<file path="src/rtl/uart_mmio.sv">
// Memory-mapped UART on the data-memory port: STATUS/RXDATA/TXDATA registers with 1-cycle load latency.
// Define MMIO_RX_FIFO_EN to replace the single RX holding register with an RX_FIFO_DEPTH-entry FIFO.
module uart_mmio #(
    parameter int CLKS_PER_BIT  = 868,
    parameter int RX_FIFO_DEPTH = 8
) (
    input  logic        clk,
    input  logic        reset,
    input  logic [31:0] addr,
    input  logic [3:0]  we,
    input  logic        re,
    input  logic [31:0] wdata,
    output logic        hit,
    output logic [31:0] rdata,
    input  logic        serial_in,
    output logic        serial_out
);

    localparam int CNT_W = $clog2(CLKS_PER_BIT);
    localparam logic [CNT_W-1:0] BIT_LAST  = CNT_W'(CLKS_PER_BIT - 1);
    localparam logic [CNT_W-1:0] HALF_LAST = CNT_W'(CLKS_PER_BIT / 2 - 1);

    typedef enum logic [1:0] {S_IDLE, S_START, S_DATA, S_STOP} state_t;

    logic [1:0] offset;
    logic       rd_status, rd_rxdata, wr_txdata;
    logic       unused_bits;

    assign hit         = (addr[31:28] == 4'h8);
    assign offset      = addr[3:2];
    assign unused_bits = ^{addr[27:4], addr[1:0], we[3:1], wdata[31:8]};

    always_comb begin
        rd_status = hit & re & (offset == 2'd0);
        rd_rxdata = hit & re & (offset == 2'd1);
        wr_txdata = hit & we[0] & (offset == 2'd2);
    end

    state_t           tx_state_q, tx_state_d;
    logic [CNT_W-1:0] tx_cnt_q, tx_cnt_d;
    logic [2:0]       tx_bit_q, tx_bit_d;
    logic [7:0]       tx_shift_q, tx_shift_d;
    logic             serial_out_q, serial_out_d;
    logic             tx_ready_q, tx_ready_d;

    always_comb begin
        tx_state_d   = tx_state_q;
        tx_cnt_d     = tx_cnt_q;
        tx_bit_d     = tx_bit_q;
        tx_shift_d   = tx_shift_q;
        serial_out_d = serial_out_q;
        tx_ready_d   = tx_ready_q;
        case (tx_state_q)
            S_IDLE: begin
                if (wr_txdata && tx_ready_q) begin
                    tx_shift_d   = wdata[7:0];
                    serial_out_d = 1'b0;
                    tx_ready_d   = 1'b0;
                    tx_cnt_d     = '0;
                    tx_state_d   = S_START;
                end
            end
            S_START: begin
                if (tx_cnt_q == BIT_LAST) begin
                    tx_cnt_d     = '0;
                    tx_bit_d     = 3'd0;
                    serial_out_d = tx_shift_q[0];
                    tx_state_d   = S_DATA;
                end else begin
                    tx_cnt_d = tx_cnt_q + CNT_W'(1);
                end
            end
            S_DATA: begin
                if (tx_cnt_q == BIT_LAST) begin
                    tx_cnt_d = '0;
                    if (tx_bit_q == 3'd7) begin
                        serial_out_d = 1'b1;
                        tx_state_d   = S_STOP;
                    end else begin
                        tx_bit_d     = tx_bit_q + 3'd1;
                        tx_shift_d   = {1'b0, tx_shift_q[7:1]};
                        serial_out_d = tx_shift_q[1];
                    end
                end else begin
                    tx_cnt_d = tx_cnt_q + CNT_W'(1);
                end
            end
            S_STOP: begin
                if (tx_cnt_q == BIT_LAST) begin
                    tx_cnt_d   = '0;
                    tx_ready_d = 1'b1;
                    tx_state_d = S_IDLE;
                end else begin
                    tx_cnt_d = tx_cnt_q + CNT_W'(1);
                end
            end
            default: tx_state_d = S_IDLE;
        endcase
    end

    always_ff @(posedge clk) begin
        if (reset) begin
            tx_state_q   <= S_IDLE;
            tx_cnt_q     <= '0;
            tx_bit_q     <= '0;
            tx_shift_q   <= '0;
            serial_out_q <= 1'b1;
            tx_ready_q   <= 1'b1;
        end else begin
            tx_state_q   <= tx_state_d;
            tx_cnt_q     <= tx_cnt_d;
            tx_bit_q     <= tx_bit_d;
            tx_shift_q   <= tx_shift_d;
            serial_out_q <= serial_out_d;
            tx_ready_q   <= tx_ready_d;
        end
    end

    assign serial_out = serial_out_q;

    // serial_in is asynchronous; only rx_sync_q is used by the receiver.
    logic rx_meta_q, rx_sync_q;

    always_ff @(posedge clk) begin
        if (reset) begin
            rx_meta_q <= 1'b1;
            rx_sync_q <= 1'b1;
        end else begin
            rx_meta_q <= serial_in;
            rx_sync_q <= rx_meta_q;
        end
    end

    state_t           rx_state_q, rx_state_d;
    logic [CNT_W-1:0] rx_cnt_q, rx_cnt_d;
    logic [2:0]       rx_bit_q, rx_bit_d;
    logic [7:0]       rx_shift_q, rx_shift_d;
    logic             rx_deliver, ferr_set;

    always_comb begin
        rx_state_d = rx_state_q;
        rx_cnt_d   = rx_cnt_q;
        rx_bit_d   = rx_bit_q;
        rx_shift_d = rx_shift_q;
        rx_deliver = 1'b0;
        ferr_set   = 1'b0;
        case (rx_state_q)
            S_IDLE: begin
                if (!rx_sync_q) begin
                    rx_cnt_d   = '0;
                    rx_state_d = S_START;
                end
            end
            S_START: begin
                if (rx_cnt_q == HALF_LAST) begin
                    rx_cnt_d   = '0;
                    rx_bit_d   = 3'd0;
                    rx_state_d = rx_sync_q ? S_IDLE : S_DATA;
                end else begin
                    rx_cnt_d = rx_cnt_q + CNT_W'(1);
                end
            end
            S_DATA: begin
                if (rx_cnt_q == BIT_LAST) begin
                    rx_cnt_d   = '0;
                    rx_shift_d = {rx_sync_q, rx_shift_q[7:1]};
                    if (rx_bit_q == 3'd7) begin
                        rx_state_d = S_STOP;
                    end else begin
                        rx_bit_d = rx_bit_q + 3'd1;
                    end
                end else begin
                    rx_cnt_d = rx_cnt_q + CNT_W'(1);
                end
            end
            S_STOP: begin
                if (rx_cnt_q == BIT_LAST) begin
                    rx_cnt_d   = '0;
                    rx_state_d = S_IDLE;
                    rx_deliver = rx_sync_q;
                    ferr_set   = !rx_sync_q;
                end else begin
                    rx_cnt_d = rx_cnt_q + CNT_W'(1);
                end
            end
            default: rx_state_d = S_IDLE;
        endcase
    end

    always_ff @(posedge clk) begin
        if (reset) begin
            rx_state_q <= S_IDLE;
            rx_cnt_q   <= '0;
            rx_bit_q   <= '0;
            rx_shift_q <= '0;
        end else begin
            rx_state_q <= rx_state_d;
            rx_cnt_q   <= rx_cnt_d;
            rx_bit_q   <= rx_bit_d;
            rx_shift_q <= rx_shift_d;
        end
    end

    logic       rx_valid;
    logic [7:0] rx_head;
    logic       overrun_set;

`ifdef MMIO_RX_FIFO_EN
    localparam int PTR_W = $clog2(RX_FIFO_DEPTH);

    logic [7:0] fifo_q [RX_FIFO_DEPTH];
    logic [7:0] fifo_d [RX_FIFO_DEPTH];
    logic [PTR_W:0] wr_ptr_q, wr_ptr_d, rd_ptr_q, rd_ptr_d;
    logic fifo_empty, fifo_full, rx_pop;

    // Extra pointer bit distinguishes full (MSBs differ) from empty (all equal).
    assign fifo_empty = (wr_ptr_q == rd_ptr_q);
    assign fifo_full  = (wr_ptr_q[PTR_W] != rd_ptr_q[PTR_W]) &&
                        (wr_ptr_q[PTR_W-1:0] == rd_ptr_q[PTR_W-1:0]);
    assign rx_valid   = !fifo_empty;
    assign rx_head    = fifo_q[rd_ptr_q[PTR_W-1:0]];
    assign rx_pop     = rd_rxdata && !fifo_empty;

    always_comb begin
        fifo_d      = fifo_q;
        wr_ptr_d    = wr_ptr_q;
        rd_ptr_d    = rd_ptr_q;
        overrun_set = 1'b0;
        if (rx_pop) begin
            rd_ptr_d = rd_ptr_q + (PTR_W+1)'(1);
        end
        if (rx_deliver) begin
            if (!fifo_full || rx_pop) begin
                fifo_d[wr_ptr_q[PTR_W-1:0]] = rx_shift_q;
                wr_ptr_d = wr_ptr_q + (PTR_W+1)'(1);
            end else begin
                overrun_set = 1'b1;
            end
        end
    end

    always_ff @(posedge clk) begin
        if (reset) begin
            fifo_q   <= '{default: '0};
            wr_ptr_q <= '0;
            rd_ptr_q <= '0;
        end else begin
            fifo_q   <= fifo_d;
            wr_ptr_q <= wr_ptr_d;
            rd_ptr_q <= rd_ptr_d;
        end
    end
`else
    localparam int unused_fifo_depth = RX_FIFO_DEPTH;

    logic       rx_valid_q, rx_valid_d;
    logic [7:0] rx_byte_q, rx_byte_d;
    logic       rx_pop;

    assign rx_valid = rx_valid_q;
    assign rx_head  = rx_byte_q;
    assign rx_pop   = rd_rxdata && rx_valid_q;

    // A same-edge read frees the register, so the new byte is accepted.
    always_comb begin
        rx_valid_d  = rx_valid_q;
        rx_byte_d   = rx_byte_q;
        overrun_set = 1'b0;
        if (rx_pop) begin
            rx_valid_d = 1'b0;
        end
        if (rx_deliver) begin
            if (!rx_valid_q || rx_pop) begin
                rx_byte_d  = rx_shift_q;
                rx_valid_d = 1'b1;
            end else begin
                overrun_set = 1'b1;
            end
        end
    end

    always_ff @(posedge clk) begin
        if (reset) begin
            rx_valid_q <= 1'b0;
            rx_byte_q  <= '0;
        end else begin
            rx_valid_q <= rx_valid_d;
            rx_byte_q  <= rx_byte_d;
        end
    end
`endif

    logic        ferr_q, ferr_d, overrun_q, overrun_d;
    logic [31:0] rdata_q, rdata_d;

    always_comb begin
        ferr_d    = ferr_q;
        overrun_d = overrun_q;
        if (rd_status) begin
            ferr_d    = 1'b0;
            overrun_d = 1'b0;
        end
        if (ferr_set)    ferr_d    = 1'b1;
        if (overrun_set) overrun_d = 1'b1;

        rdata_d = '0;
        if (hit && re) begin
            case (offset)
                2'd0:    rdata_d = {28'b0, overrun_q, ferr_q, rx_valid, tx_ready_q};
                2'd1:    rdata_d = {24'b0, rx_head};
                default: rdata_d = '0;
            endcase
        end
    end

    always_ff @(posedge clk) begin
        if (reset) begin
            ferr_q    <= 1'b0;
            overrun_q <= 1'b0;
            rdata_q   <= '0;
        end else begin
            ferr_q    <= ferr_d;
            overrun_q <= overrun_d;
            rdata_q   <= rdata_d;
        end
    end

    assign rdata = rdata_q;

endmodule

</file>
<file path="config.mk">
export PLATFORM = sky130hd
export DESIGN_NAME = uart_mmio
export DESIGN_NICKNAME = d
export VERILOG_FILES = /design/src/rtl/uart_mmio.sv
export SDC_FILE = /design/constraint.sdc
export NUM_CORES = 1
export LEC_CHECK = 0
export CAP_MARGIN = 20
export CORE_MARGIN = 4
export CORE_UTILIZATION = 43
export DETAILED_ROUTE_END_ITERATION = 10
export GPL_ROUTABILITY_DRIVEN = 1
export PLACE_DENSITY = 0.83
export SLEW_MARGIN = 30
export SYNTH_ARGS = -nofsm -noshare
export SYNTH_HDL_FRONTEND = slang
export SYNTH_SLANG_ARGS = --single-unit
</file>
<file path="constraint.sdc">
create_clock -name clk -period 1.8 [get_ports clk]
set_input_delay 0.27 -clock clk [delete_from_list [all_inputs] [get_ports clk]]
set_output_delay 0.27 -clock clk [all_outputs]
set_load 0.05 [all_outputs]
</file>
Word level (Yosys, flattened, before mapping)
Cells that the tools add are included.
{"block": "op_classes", "n_addsub": 4, "multipliers": 0, "div_mod_pow": 0, "magnitude_cmp": 0, "n_eq_ne": 26, "n_shift": 0, "muxes": 52, "bitwise_logic": 6, "n_reduce_logical": 28}
{"op": "10-bit two-way mux", "n": 5}
{"op": "8-bit one-hot mux with 2 select lines", "n": 2}
{"op": "10-bit one-hot mux with 3 select lines", "n": 1}
{"op": "8-bit two-way mux", "n": 3}
{"op": "2-bit != test, second input constant", "n": 12}
{"op": "2-bit two-way mux", "n": 11}
{"op": "10-bit by 1-bit adder with 10-bit output, second input constant", "n": 2}
{"op": "10-bit == test, second input constant", "n": 2}
{"op": "10-bit one-hot mux with 2 select lines", "n": 1}
{"op": "3-bit two-way mux", "n": 6}
{"op": "1-bit two-way mux", "n": 17}
{"op": "2-bit one-hot mux with 4 select lines", "n": 2}
{"op": "4-bit AND reduction", "n": 4}
{"op": "3-bit one-hot mux with 2 select lines", "n": 2}
{"op": "2-bit nonzero test", "n": 6}
{"op": "10-bit by 9-bit == test with 1-bit output, second input constant", "n": 1}
{"op": "2-bit == test, second input constant", "n": 5}
{"op": "5-bit AND reduction", "n": 2}
{"op": "3-bit by 1-bit adder with 3-bit output, second input constant", "n": 2}
{"op": "2-bit by 1-bit == test with 1-bit output, second input constant", "n": 3}
{"op": "3-bit == test, second input constant", "n": 2}
{"op": "2-bit logical NOT", "n": 3}
{"op": "1-bit AND", "n": 5}
{"op": "4-bit == test, second input constant", "n": 1}
{"op": "11 further kinds", "n": 16}
{"block": "totals", "register_bits": 93, "latch_bits": 0, "ram_bits": 0, "romBits": 0, "inputBits": 72, "out_inout_bits": 34, "elab_cells": 133, "memories": 0}

Longest topological paths before layout
{"block": "depth", "ltp_word": 8, "mapped_depth": 7, "ltp_nobuf": 6}

Least setup slack after synthesis
OpenSTA, ideal clock, no wires.
{"block": "synth_path", "path_type": "input to register", "startpoint": "input port addr[29]", "endpoint": "register serial_out_q, in the netlist serial_out", "setup_time_ns": 0.153, "t_arrival_ns": 1.879, "required_ns": 1.647, "path_slack_ns": -0.232, "cell_stages": 7, "path_buffers": 2, "path_cell_list": "or4b_4 > inv_2 > a21boi_2 > buf_6 > clkbuf_1 > o31ai_1 > o311ai_0"}
{"block": "synth_via", "elab_chain_cells": 6}
{"element": "start: declaration", "line_no": "9", "text": "input logic [31:0] addr,"}
{"element": "4-bit == test", "line_no": "29", "text": "assign hit = (addr[31:28] == 4'h8);"}
{"element": "via hit", "line_no": "13", "text": "output logic hit,"}
{"element": "1-bit AND (2 in a row)", "line_no": "36", "text": "wr_txdata = hit & we[0] & (offset == 2'd2);"}
{"element": "1-bit logical AND", "line_no": "55", "text": "if (wr_txdata && tx_ready_q) begin"}
{"element": "2-bit != test (no source line)"}
{"element": "4-bit AND reduction (no source line)"}
{"element": "end signal: assignment", "line_no": "114", "text": "serial_out_q <= serial_out_d;"}
{"element": "end: declaration", "line_no": "43", "text": "logic serial_out_q, serial_out_d;"}
The timed path passes the listed nets, and every way through them passes these cells.
A chain may end at the register's enable or synchronous reset.

Worst setup path in the final report
{"block": "layout_path", "startpoint": "register rx_cnt_q[2]", "endpoint": "register rx_cnt_q[5]"}
{"block": "layout_via", "elab_chain_cells": 3, "elab_cells_between_ends": 6, "cone_classes": "add/sub: 1; eq/ne: 2; mux: 3"}
{"element": "start: declaration", "line_no": "135", "text": "logic [CNT_W-1:0] rx_cnt_q, rx_cnt_d;"}
{"element": "start signal: assignment", "line_no": "198", "text": "rx_cnt_q <= rx_cnt_d;"}
{"element": "10-bit by 1-bit adder with 10-bit output (tied with other cells)", "line_no": "160, 173, 183"}
{"element": "10-bit two-way mux (on tied branches)", "line_no": "164, 177, 155"}
{"element": "10-bit one-hot mux with 3 select lines (*)", "line_no": "147", "text": "case (rx_state_q)"}
Mark *: on every way between the ends. The rest lies on a longest branch, timed or not.

==> flow_metrics.env <==
export IMPL_initial_antenna_violation_count=0
export IMPL_post_synth_num_cell_types=62
export IMPL_finalHoldViolations=0
export IMPL_run_status="finished with violations"
export IMPL_worst_skew_pair_late_latency_ns=0.35
export IMPL_critical_path_class="flop to flop"
export IMPL_finalWorstPathRequiredPeriod_ns=1.804
export IMPL_slew_at_the_pin_with_the_worst_max_slew_slack_ns=0.5104
export IMPL_drt_initial_drc_count=219
export IMPL_via_count=3360
export IMPL_top_layer="met4"
export IMPL_timing_critical_path_cells="or3b_4 -> o41a_1 -> buf_6 -> a41oi_2 -> o22ai_1"
export IMPL_drt_pass1_iter_count=5
export IMPL_grt_pass1_vias=3207
export IMPL_tritoncts="yes"
export IMPL_grt_ovfl_total=0
export IMPL_place_hpwl_um=5843
export IMPL_design_core_area_um2=7848
export IMPL_async_flop_share=0
export IMPL_cts_root_to_sink_buffers=2
export IMPL_num_io_pins=106
export IMPL_hold_path_depth=1
export IMPL_final_setup_skew_ns=0.008968
export IMPL_power_net_switching_w=0.001269
export IMPL_power_share_sequential=0.387
export IMPL_seq_area_frac_synth=0.3926
export IMPL_place_gp_congestion=0.9156
export IMPL_clk_root_buffer_cell="sky130_fd_sc_hd__clkbuf_8"
export IMPL_die_w_um=98.46
export IMPL_unrepaired_setup_endpoints_after_global_routing="true"
export IMPL_utilization=0.5952
export IMPL_quantity_of_i_o_buffers_inserted_on_ports=28
export IMPL_commonest_cells_after_routing_fill_and_taps_aside="sky130_fd_sc_hd__dfxtp_1 (65), sky130_fd_sc_hd__buf_4 (42), sky130_fd_sc_hd__a21oi_1 (39), sky130_fd_sc_hd__nand2_1 (32)"
export IMPL_dpl_cell_count=562
export IMPL_remaining_drcs=0
export IMPL_power_switching_fraction=0.2954
export IMPL_netlist_instances=409
export IMPL_holdCritStartpoint="rx_meta_q"
export IMPL_drive_above_1_share=0.2344
export IMPL_synth_top_cells_by_area="sky130_fd_sc_hd__dfxtp_1 (39%), sky130_fd_sc_hd__a21oi_1 (6.1%), sky130_fd_sc_hd__buf_4 (5.1%), sky130_fd_sc_hd__ha_1 (4.3%), sky130_fd_sc_hd__mux2i_1 (3.7%)"
export IMPL_period_share=1.002
export IMPL_final_setup_worst_slack_ns=-0.003697
export IMPL_final_max_slew_viol_count=0
export IMPL_peakVddDrop_mv=0.3709
export IMPL_crit_path_max_incr_delay_ns=0.48
export IMPL_detail_route_wl_per_cell_um=15.22
export IMPL_route_layer_met1_wl_um=3709
export IMPL_violations_in_the_final_reports="setup timing"
export IMPL_largest_net_degree_at_the_start_of_global_routing=34
export IMPL_startpoint_type="flop"
export IMPL_final_setup_viol_count=2
export IMPL_num_rows=32
export IMPL_ys_warn_count=0
export IMPL_cp_buffers_inverters=1
export IMPL_power_frac_clock=0.372
export IMPL_post_drt_via_cell_ratio=5.753
export IMPL_r2r_end="rx_cnt_q[5]"
export IMPL_synth_area_leader_cell="sky130_fd_sc_hd__dfxtp_1"
export IMPL_max_cap_viol_count=0
export IMPL_critPathCaptureType="flop"
export IMPL_initial_utilization=0.4483
export IMPL_max_slew_margin_rel=0.6592
export IMPL_holdPathEnd="rx_sync_q"
export IMPL_die_area_um2=9693
export IMPL_grt_first_pass_wirelength_um=14380
export IMPL_cp_required_ns=2.03
export IMPL_timing_hold_worst_class="flop to flop"
export IMPL_critical_path_reg2reg_startpoint="rx_cnt_q[2]"
export IMPL_power_density_cell_area_nw_per_um2=920.0
export IMPL_met3RoutedLength_um=712
export IMPL_cpLargestDelayFamily="compound AO/OA/AOI/OAI gates"
export IMPL_numCtsBuffers=9
export IMPL_antennaDiodeCount=0
export IMPL_synth_top_flop_cell="sky130_fd_sc_hd__dfxtp_1"
export IMPL_share_of_power_burned_in_combinational_logic=0.241
export IMPL_yosys_area_top_type_share=0.3926
export IMPL_h_tree_depth=3
export IMPL_detailroute_wirelength_met2_um=4303
export IMPL_critical_path_slowest_cell="sky130_fd_sc_hd__o41a_1"
export IMPL_clock_sinks=69
export IMPL_max_freq_mhz=554.4
export IMPL_power_internal_w=0.003028
export IMPL_flow_area_growth_from_synthesis_pct=32.75
export IMPL_critical_path_peak_fanout=13
export IMPL_syn_area_per_cell_um2=8.602
export IMPL_routed_wl_um=8886
export IMPL_instances_no_fill=584
export IMPL_die_height_um=98.46
export IMPL_rr_worst_depth=5
export IMPL_drtAntennaViolNets=0
export IMPL_leakage_nw=1.745
export IMPL_synth_seq_cells=69
export IMPL_final_net_count=561
export IMPL_synth_edf_count=0
export IMPL_r2r_slack_ns=-0.004
export IMPL_layout_cells_most_common="sky130_fd_sc_hd__dfxtp_1"
export IMPL_groute_usage_overall=0.1763
export IMPL_clkSlewWorstSetupHoldPaths_ns=0.08
export IMPL_critPathArrivalTime_ns=2.03
export IMPL_synthesis_area_um2=3518
[worst register-to-register path, cell delays in order (launching register included)]
cell                      delay (ns)
sky130_fd_sc_hd__dfxtp_2        0.32
sky130_fd_sc_hd__or3b_4         0.39
sky130_fd_sc_hd__o41a_1         0.48
sky130_fd_sc_hd__buf_6          0.19
sky130_fd_sc_hd__a41oi_2        0.19
sky130_fd_sc_hd__o22ai_1        0.11
[power groups by stage]
stage                     registers [W]  logic, W  clock network, W
after global routing            0.00167   0.00110           0.00168
after CTS                       0.00165  0.000943           0.00162
after global placement          0.00169  0.000890                 0
final                           0.00166   0.00104           0.00160
after detailed placement        0.00169  0.000922                 0
after floorplan                 0.00171  0.000586                 0
[layer usage]
| layer | up-vias | track usage |
|---|---|---|
| met5 | - | 0 |
| met4 | 0 | 0.07248 |
| met3 | 16 | 0.04600 |
| met2 | 157 | 0.2938 |
| met1 | 1585 | 0.2163 |
| li1 | 1602 | - |
[worst max-delay path by stage]
| stage | start | endpoint | slack [ns] | cells after the start |
|---|---|---|---|---|
| 3_3_place_gp | addr[30] | tx_state_q[1] | -0.42 | 7 |
| 6_report | rx_cnt_q[2] | rx_cnt_q[5] | -0.004 | 5 |
| 2_1_floorplan | addr[30] | serial_out | -0.006 | 7 |
| 3_5_place_dp | addr[30] | tx_shift_q[0] | -0.47 | 7 |
| 4_1_cts | addr[30] | hit | 0.003 | 5 |
| 5_1_grt | rx_cnt_q[2] | rx_cnt_q[5] | -0.03 | 5 |
[cell usage after synthesis (2+ instances only)]
cell / number
sky130_fd_sc_hd__or4_1: 6
sky130_fd_sc_hd__and2_1: 5
sky130_fd_sc_hd__a22o_1: 2
sky130_fd_sc_hd__nand4_1: 5
sky130_fd_sc_hd__nor2_1: 13
sky130_fd_sc_hd__dfxtp_1: 69
sky130_fd_sc_hd__inv_1: 12
sky130_fd_sc_hd__nor4b_1: 2
sky130_fd_sc_hd__nor4_1: 3
sky130_fd_sc_hd__and4_1: 2
sky130_fd_sc_hd__and3_1: 6
sky130_fd_sc_hd__ha_1: 12
sky130_fd_sc_hd__o211ai_1: 5
sky130_fd_sc_hd__or2_2: 7
sky130_fd_sc_hd__a21oi_1: 43
sky130_fd_sc_hd__clkbuf_1: 19
sky130_fd_sc_hd__nand2_1: 32
sky130_fd_sc_hd__nor3_1: 4
sky130_fd_sc_hd__nor3b_1: 3
sky130_fd_sc_hd__or3_1: 8
sky130_fd_sc_hd__o311a_1: 2
sky130_fd_sc_hd__a31oi_1: 3
sky130_fd_sc_hd__and4b_1: 2
sky130_fd_sc_hd__a21o_1: 2
sky130_fd_sc_hd__nor2b_1: 3
sky130_fd_sc_hd__o21ai_0: 25
sky130_fd_sc_hd__o31ai_1: 7
sky130_fd_sc_hd__buf_4: 24
sky130_fd_sc_hd__a311oi_1: 7
sky130_fd_sc_hd__nand3_1: 26
sky130_fd_sc_hd__mux2i_1: 13
sky130_fd_sc_hd__buf_2: 2
sky130_fd_sc_hd__a41oi_1: 4
sky130_fd_sc_hd__o31a_1: 3
[metrics by stage]
step	area, um^2	hold slack [ns]	setup TNS [ns]	total power [W]	setup slack (ns)
2_1_floorplan	3618	0.3738	-0.005587	0.002292	-0.005587
6_report	4671	0.4152	-0.004615	0.004297	-0.003697
3_3_place_gp	4153	0.3947	-11.58	0.002576	-0.4220
4_1_cts	4496	0.4212	0	0.004219	0.003147
3_5_place_dp	4153	0.4024	-12.81	0.002612	-0.4659
5_1_grt	4671	0.4405	-0.2246	0.004442	-0.02918
[kinds of logic (layout without fill, tap and decap cells)]
logic type,count (synthesis),in the layout,synth area share
fa+ha+maj,12,12,0.04267
mux,13,13,0.03698
simple gates,136,136,0.2162
compound gates,118,118,0.2166
other cells,1,24,0.001066
buf+inv,59,109,0.09139
xor+xnor,1,1,0.002490
flops,69,69,0.3926
[timing repair]
| action | 4_1_cts | 5_1_grt |
|---|---|---|
| cloned | 0 | 1 |
| hold buffers | 0 | 0 |
| gates resized for setup | 15 | 33 |
| setup endpoints to repair | 25 | 46 |
| pin swaps | 3 | 8 |
| buffers inserted | 3 | 2 |
[sequential cells by signal (all words and copies together), names as in the netlist, 2 cells and up, named ones only]
| signal | flops |
|---|---|
| tx_bit_q | 3 |
| tx_cnt_q | 10 |
| rx_bit_q | 3 |
| tx_shift_q | 8 |
| rdata | 8 |
| tx_state_q | 2 |
| rx_byte_q | 8 |
| rx_cnt_q | 10 |
| rx_shift_q | 8 |
[layout make-up]
type                            count  area, um^2
Clock inverter                      7       127.6
Multi-Input combinational cell    304        2078
Tap cell                          102       127.6
Timing Repair Buffer               80       770.7
Clock buffer                        9       123.9
Fill cell                         620        3177
Inverter                           13       56.30
Sequential cell                    69        1386
No activity file was read; power rests on OpenSTA's default activity.
